File: src/rtl/ntt_pkg.sv
// Shared NTT constants: data/address width defaults, result bank-pair mapping
// and the result reader state encoding.
package ntt_pkg;

  localparam int NTT_DATA_W = 32;
  localparam int NTT_ADDR_W = 8;

  localparam logic [1:0] BANK_PAIR_LO = 2'd0;
  localparam logic [1:0] BANK_PAIR_HI = 2'd2;

  typedef enum logic [1:0] {
    ST_IDLE,
    ST_READ,
    ST_DRAIN,
    ST_DONE
  } rd_state_t;

  // Even coefficients live in the first bank of a pair, odd ones in the second.
  function automatic logic [1:0] coef_bank(input logic bank_sel, input logic k_lsb);
    return (bank_sel ? BANK_PAIR_HI : BANK_PAIR_LO) | {1'b0, k_lsb};
  endfunction

endpackage

File: src/rtl/ntt_rd_fifo.sv
// Small synchronous FIFO buffering coefficients (plus last flag) between the
// bank reads and the output handshake.
module ntt_rd_fifo #(
  parameter int WIDTH = 33,
  parameter int DEPTH = 4,
  localparam int PTR_W = $clog2(DEPTH)
) (
  input  logic             clk,
  input  logic             rst,
  input  logic             wr_en,
  input  logic [WIDTH-1:0] wr_data,
  input  logic             rd_en,
  output logic [WIDTH-1:0] rd_data,
  output logic             empty,
  output logic             full,
  output logic [PTR_W:0]   count
);

  logic [WIDTH-1:0] mem [DEPTH];
  logic [PTR_W-1:0] wr_ptr;
  logic [PTR_W-1:0] rd_ptr;
  logic             do_wr;
  logic             do_rd;

  assign do_wr = wr_en && !full;
  assign do_rd = rd_en && !empty;

  always_ff @(posedge clk) begin
    if (rst) begin
      wr_ptr <= '0;
      rd_ptr <= '0;
      count  <= '0;
    end else begin
      if (do_wr) wr_ptr <= wr_ptr + 1'b1;
      if (do_rd) rd_ptr <= rd_ptr + 1'b1;
      case ({do_wr, do_rd})
        2'b10:   count <= count + 1'b1;
        2'b01:   count <= count - 1'b1;
        default: count <= count;
      endcase
    end
  end

  // Storage needs no reset; occupancy alone decides what is valid.
  always_ff @(posedge clk) begin
    if (do_wr) mem[wr_ptr] <= wr_data;
  end

  assign rd_data = mem[rd_ptr];
  assign empty   = (count == '0);
  assign full    = (count == (PTR_W+1)'(DEPTH));

endmodule

File: src/rtl/ntt_result_reader.sv
// Streams a finished transform out of a bank pair in natural coefficient order
// over a valid/ready interface, reading one coefficient per cycle when space allows.
module ntt_result_reader
  import ntt_pkg::*;
#(
  parameter int DATA_W = NTT_DATA_W,
  parameter int ADDR_W = NTT_ADDR_W,
  parameter int FIFO_D = 4
) (
  input  logic              clk,
  input  logic              rst,
  input  logic              start,
  input  logic              bank_sel,
  output logic [3:0]        ram_en,
  output logic [ADDR_W-1:0] ram_addr,
  input  logic [DATA_W-1:0] ram_dout0,
  input  logic [DATA_W-1:0] ram_dout1,
  input  logic [DATA_W-1:0] ram_dout2,
  input  logic [DATA_W-1:0] ram_dout3,
  output logic              busy,
  output logic              done,
  output logic              m_valid,
  input  logic              m_ready,
  output logic [DATA_W-1:0] m_data,
  output logic              m_last
);

  localparam int CNT_W = $clog2(FIFO_D) + 1;

  rd_state_t         state;
  rd_state_t         state_nxt;
  logic [ADDR_W:0]   rd_idx;
  logic              bank_q;
  logic              infl;
  logic              infl_last;
  logic [1:0]        infl_bank;
  logic              issue;
  logic              is_last;
  logic              start_acc;
  logic              pop;
  logic              room;
  logic [1:0]        issue_bank;
  logic [DATA_W-1:0] rd_word;
  logic [DATA_W:0]   fifo_head;
  logic              fifo_empty;
  logic              fifo_full;
  logic [CNT_W-1:0]  fifo_count;
  logic [CNT_W:0]    occupancy;

  assign start_acc  = (state == ST_IDLE) && start;
  assign is_last    = (rd_idx == '1);
  assign issue_bank = coef_bank(bank_q, rd_idx[0]);
  assign pop        = m_valid && m_ready;

  // A read already in flight will land next cycle, so it reserves a slot too.
  assign occupancy = {1'b0, fifo_count} + {{CNT_W{1'b0}}, infl};
  assign room      = !fifo_full && (occupancy < (CNT_W+1)'(FIFO_D));

  always_ff @(posedge clk) begin
    if (rst) begin
      state     <= ST_IDLE;
      rd_idx    <= '0;
      bank_q    <= 1'b0;
      infl      <= 1'b0;
      infl_last <= 1'b0;
      infl_bank <= 2'd0;
    end else begin
      state     <= state_nxt;
      infl      <= issue;
      infl_last <= issue && is_last;
      infl_bank <= issue_bank;
      if (start_acc) begin
        rd_idx <= '0;
        bank_q <= bank_sel;
      end else if (issue && !is_last) begin
        rd_idx <= rd_idx + 1'b1;
      end
    end
  end

  always_comb begin
    state_nxt = state;
    issue     = 1'b0;
    case (state)
      ST_IDLE: begin
        if (start) state_nxt = ST_READ;
      end
      ST_READ: begin
        issue = room;
        if (room && is_last) state_nxt = ST_DRAIN;
      end
      ST_DRAIN: begin
        // Leave as the final coefficient is accepted so done follows it directly.
        if (!infl && (fifo_empty || (fifo_count == CNT_W'(1) && pop)))
          state_nxt = ST_DONE;
      end
      ST_DONE: begin
        state_nxt = ST_IDLE;
      end
      default: begin
        state_nxt = ST_IDLE;
      end
    endcase
  end

  always_comb begin
    rd_word = ram_dout0;
    case (infl_bank)
      2'd0:    rd_word = ram_dout0;
      2'd1:    rd_word = ram_dout1;
      2'd2:    rd_word = ram_dout2;
      default: rd_word = ram_dout3;
    endcase
  end

  ntt_rd_fifo #(
    .WIDTH (DATA_W + 1),
    .DEPTH (FIFO_D)
  ) u_fifo (
    .clk     (clk),
    .rst     (rst),
    .wr_en   (infl),
    .wr_data ({infl_last, rd_word}),
    .rd_en   (pop),
    .rd_data (fifo_head),
    .empty   (fifo_empty),
    .full    (fifo_full),
    .count   (fifo_count)
  );

  assign ram_en   = issue ? (4'b0001 << issue_bank) : 4'b0000;
  assign ram_addr = issue ? rd_idx[ADDR_W:1] : '0;
  assign busy     = (state == ST_READ) || (state == ST_DRAIN);
  assign done     = (state == ST_DONE);
  assign m_valid  = !fifo_empty;
  assign m_data   = fifo_empty ? '0 : fifo_head[DATA_W-1:0];
  assign m_last   = !fifo_empty && fifo_head[DATA_W];

endmodule

File: config.mk
export PLATFORM = sky130hd
export DESIGN_NAME = ntt_result_reader
export DESIGN_NICKNAME = d
export VERILOG_FILES = /design/src/rtl/ntt_pkg.sv /design/src/rtl/ntt_rd_fifo.sv /design/src/rtl/ntt_result_reader.sv
export SDC_FILE = /design/constraint.sdc
export NUM_CORES = 1
export LEC_CHECK = 0
export BUFFER_PORTS_ARGS = -buffer_cell sky130_fd_sc_hd__buf_2
export CAP_MARGIN = 15
export CORE_MARGIN = 2
export CORE_UTILIZATION = 45
export DETAILED_ROUTE_END_ITERATION = 8
export MAX_ROUTING_LAYER = met4
export PLACE_DENSITY_LB_ADDON = 0.2
export SYNTH_ARGS = -nofsm -noshare
export SYNTH_HDL_FRONTEND = slang
export SYNTH_SLANG_ARGS = --single-unit
File: constraint.sdc
create_clock -name clk -period 3.2 [get_ports clk]
set_input_delay 0.96 -clock clk [delete_from_list [all_inputs] [get_ports clk]]
set_output_delay 0.96 -clock clk [all_outputs]
set_load 0.01 [all_outputs]
Word level (Yosys, flattened, before mapping)

Memories as Yosys holds them, arrays and structs flattened. A register that Yosys moved wholly into a read port is not among the register bits.
Cells that the tools add are included.

Register bits: 23
Bits in latches: 0
Bits in writable memories: 132
ROM bits: 0
Bits of input ports: 133
Output and inout port bits: 48
Logic and storage cells: 70
Memories: 1

$add $sub $neg: 6
Multiply operators: 0
Divide/modulo/power cells: 0
$lt $le $gt $ge: 1
Equality and inequality tests: 13
Shifts and indexed selects: 1
Multiplexer cells: 15
Bitwise logic cells: 1
Reductions and logical operators: 23

Memories:

| name       | words | bits a word | rd ports | clocked after Yosys merged registers in | wr ports | line              | RTL |
|---|---|---|---|---|---|---|---|
| u_fifo.mem | 4     | 33          | 1        | 1                                       | 1        | ntt_rd_fifo.sv:19 | `logic [WIDTH-1:0] mem [DEPTH];` |

Operators with widths:

| kind                  | number |
|---|---|
| $pmux W32 S3          | 1 |
| $mux W32              | 1 |
| $mux W2               | 6 |
| $logic_and A1 B1 Y1   | 11 |
| $add A9 B1 Y9 const B | 1 |
| $eq A9 B9 Y1 const B  | 1 |
| $eq A2 B2 Y1 const B  | 4 |
| $mux W8               | 1 |
| $pmux W2 S4           | 1 |
| $eq A2 B1 Y1 const B  | 3 |
| $ne A2 B2 Y1 const B  | 3 |
| $pmux W3 S2           | 1 |
| $add A2 B1 Y2 const B | 2 |
| $add A3 B1 Y4         | 1 |
| $logic_not A1 Y1      | 4 |
| $logic_not A2 Y1      | 2 |
| $lt A4 B3 Y1 const B  | 1 |
| $mux W4               | 1 |
| $shl A1 B2 Y4 const A | 1 |
| $add A3 B1 Y3 const B | 1 |
| $eq A3 B1 Y1 const B  | 1 |
| $eq A3 B3 Y1 const B  | 1 |
| $logic_not A3 Y1      | 1 |
| $mux W1               | 3 |
| other kinds (6)       | 7 |

Longest topological paths before layout

Depth after elaboration: 8
Gate-level depth with buffers: 8
Mapped depth without buffers: 8

By module

Synthesis repeated with hierarchy kept, for this count alone.

Cells, all modules: 408
Area total of the unflattened synthesis: 7186.9 um^2

By module, submodules not included:

| module            | instances | cells an instance | area each (um^2) | seq. area each (um^2) |
|---|---|---|---|---|
| ntt_rd_fifo       | 1         | 227               | 5296.3           | 4144.0 |
| ntt_result_reader | 1         | 181               | 1890.6           | 320.3 |

Worst setup path after synthesis

OpenSTA, ideal clock, no wires.

Path type: reg2out
Start: reg u_fifo.count[0]
End: out m_data[22]
Arrival time: 1.383 ns
Data required time: 2.240 ns
Slack: 0.857 ns
Cell stages (with the launch flop): 6
Buffers on the path: 1
Cell sequence: dfxtp_1 > inv_1 > ha_1 > nand2b_1 > clkbuf_1 > and2_1

Cells in the longest elaborated chain, start to end: 2

RTL lines:

| what                   | line                     | RTL |
|---|---|---|
| from (decl)            | ntt_rd_fifo.sv:16        | `output logic [PTR_W:0] count` |
| from (signal assigned) | ntt_rd_fifo.sv:37        | `2'b10: count <= count + 1'b1;` |
| from (signal assigned) | ntt_rd_fifo.sv:38        | `2'b01: count <= count - 1'b1;` |
| from (signal assigned) | ntt_rd_fifo.sv:39        | `default: count <= count;` |
| $logic_not A3 Y1       | ntt_rd_fifo.sv:50        | `assign empty = (count == '0);` |
| $mux W32               | ntt_result_reader.sv:136 | `assign m_data = fifo_empty ? '0 : fifo_head[DATA_W-1:0];` |
| to (decl)              | ntt_result_reader.sv:24  | `output logic [DATA_W-1:0] m_data,` |

Every way passes these cells.

==> results.yml <==
sta:
  final_max_slew_viol_count: 0
  relSlewSlack_pct: 49.6
  period_share_pct: 92.4
  clock.fmax_mhz: 338
  rsz0062_at_grt: "no"
  worst_slack_ns: 0.245
  tightest_slew_ns: 0.755
  fin_crit_ns: 2.96
  tns_ns: 0
  fin_skew_ns: 0.00623
  hold_violations: 0
  setup_viol: 0
  holdWs_ns: 0.478
placed_design:
  placed_cell_area_sq_um: 8260
  place_hpwl_microns: 10200
  dp.cells: 781
  routabilityCongestion: 0.783
  dp_slack_ns: 0.635
  io_buffers: 180
floorplanning:
  die_area_sq_um: 16800
  num_io_pins: 181
  die_w_microns: 130
  die_h_microns: 130
  core_area_sq_um: 15300
  start_util_pct: 46.4
  rows: 45
critical_path:
  crit_type: "flip-flop to primary output"
  cpPeakStageDelay_ns: 0.67
  cp_max_fo: 21
  critPathSlowestCell: "dfxtp_2"
  critPathLaunchType: "flip-flop"
  crit_arrival_ns: 2.00
  end_kind: "primary output"
  crit_chain: "buf_4, mux4_2, and2_1, buf_2"
  critical_path_required_ns: 2.24
global_routing:
  grt.total_usage_pct: 18.1
  grt-busiest-layer: "met2"
  use_met3_pct: 3.55
  use_met2_pct: 29.4
  grt_max_degree: 37
  grt_pass1_vias: 4156
  overflow: 0
  grt_first_pass_wirelength_microns: 21600
  antenna_found_initial: 0
  use_met1_pct: 23.1
finish:
  final_area_sq_um: 8840
  final_nets: 738
  antennaDiodeCount: 0
  multi_input_area_sq_um: 2480
  final_util_pct: 57.7
  seqCellArea_sq_um: 4470
  fillCellCount: 1223
  drive_gt1_share_pct: 49.8
  area_delta_synth_final_pct: 24.4
  instances_no_fill: 813
synth:
  ys_seq_area_share_pct: 62.9
  ys_types: 34
  netlist_instances: 401
  synth_seq_cells: 157
  synth_flop_cell: "edfxtp_1"
  yosys_warnings: 0
  syn_area_sq_um: 7100
  synth_edf_count: 132
  async_flop_share_pct: 0
  avgSynthCellArea_sq_um: 17.7
  synth_nets: 550
cts:
  numCtsBuffers: 17
  ctsHtreeMaxLevel: 4
  root_buffer: "clkbuf_16"
  post_cts_buffers: 0
  cts.sinks: 157
  post_cts_resized: 0
  path_clk_slew_ns: 0.06
  clock_latency_ns: 0.41
  cts_tree: "built"
  ctsHoldBuffers: 0
  clockBufferDepth: 2
route:
  dr.pass1.iters: 6
  drt_iter0_drc: 174
  num_vias: 4232
  wl_per_cell_microns: 17.6
  ant_nets: 0
  drc: 0
  wl_microns: 14300
  via_per_inst: 5.21
power_and_ir_drop:
  p_total_mw: 6.19
  p_leak_nw: 3.32
  power.density_nw_per_um2: 701
  ir_drop_uv: 430
hold_path:
  hp-class: "flip-flop to flip-flop"
flow_run:
  cap_violations: 0
status:
  status: "completed"
flip-flops by register name, summed over array words and instances (netlist names), named ones only:
name,cells
u_fifo.count,3
infl_last,1
u_fifo.mem,132
bank_q,1
infl_bank,2
u_fifo.wr_ptr,2
u_fifo.rd_ptr,2
rd_idx,9
state,2
infl,1
report_power, final:
group	switching (mW)	leakage, nW	internal (mW)
Clock	0.778	0.264	1.15
Sequential	0.102	1.40	2.44
Combinational	0.888	1.66	0.837
worst paths after layout:
path / startpoint / endpoint / slack (ns) / cells after the start
hold reg to reg: infl_last / u_fifo.mem[2][32] / 0.48 / 0
setup / recovery: flip-flop / m_data[5] / 0.24 / 4
hold / removal: infl_last / u_fifo.mem[2][32] / 0.48 / 0
setup reg to reg: rd_idx[0] / rd_idx[7] / 0.81 / 7
routing by layer:
| metal | wire length, microns | up-vias |
|---|---|---|
| met5 | 0 | - |
| met3 | 684 | 14 |
| met1 | 6140 | 2127 |
| li1 | - | 1960 |
| met2 | 7330 | 131 |
| met4 | 171 | 0 |
layout by cell type, fill, tap and decap left out, types with 9 or more instances in the layout:
cell	instances
and3_1	10
clkbuf_16	17
ha_1	16
edfxtp_1	132
inv_1	9
dfxtp_1	21
xor2_1	9
buf_4	12
buf_2	180
nor2_1	16
mux4_2	65
and2_1	37
kinds of logic (layout without fill, tap and decap cells):
| kind of cell | count (synthesis) | count (layout) | share of synthesized area, % |
|---|---|---|---|
| adders and majority gates | 16 | 16 | 2.82 |
| xor gates and xnor gates | 11 | 11 | 1.36 |
| DFF | 157 | 157 | 62.9 |
| buffers and inverters | 33 | 234 | 2.24 |
| and+or+nand+nor | 101 | 101 | 8.18 |
| AOI/OAI and AO/OA | 15 | 15 | 1.50 |
| muxes | 68 | 68 | 21.0 |
synthesized netlist by cell type, types with 5 or more instances:
library cell,count,share of area [%]
a21oi_1,7,0.49
and2_1,41,3.6
and3_1,10,0.88
buf_2,10,0.70
clkbuf_1,8,0.42
dfxtp_1,25,7.0
edfxtp_1,132,56
ha_1,16,2.8
inv_1,9,0.48
mux4_2,65,21
nand2_1,7,0.37
nand2b_1,5,0.44
nand3_1,7,0.49
nor2_1,16,0.85
xor2_1,9,1.1
cell type report:
| class | instances | share of cell area [%] |
|---|---|---|
| sequential | 157 | 50.6 |
| multi-input combinational | 211 | 28.1 |
| timing repair buffer | 193 | 11.4 |
| clock buffer | 18 | 4.86 |
| tap | 211 | 2.99 |
| clock inverter | 14 | 1.66 |
| inverter | 9 | 0.382 |
critical path, delay by kind of cell, from the launching register on:
kind                   cells  cell delay, ns
buffers and inverters      2            0.41
flip-flops                 1            0.67
multiplexers               1            0.31
AND/OR/NAND/NOR            1            0.17
Note: power is estimated with default switching activity, not from simulation.
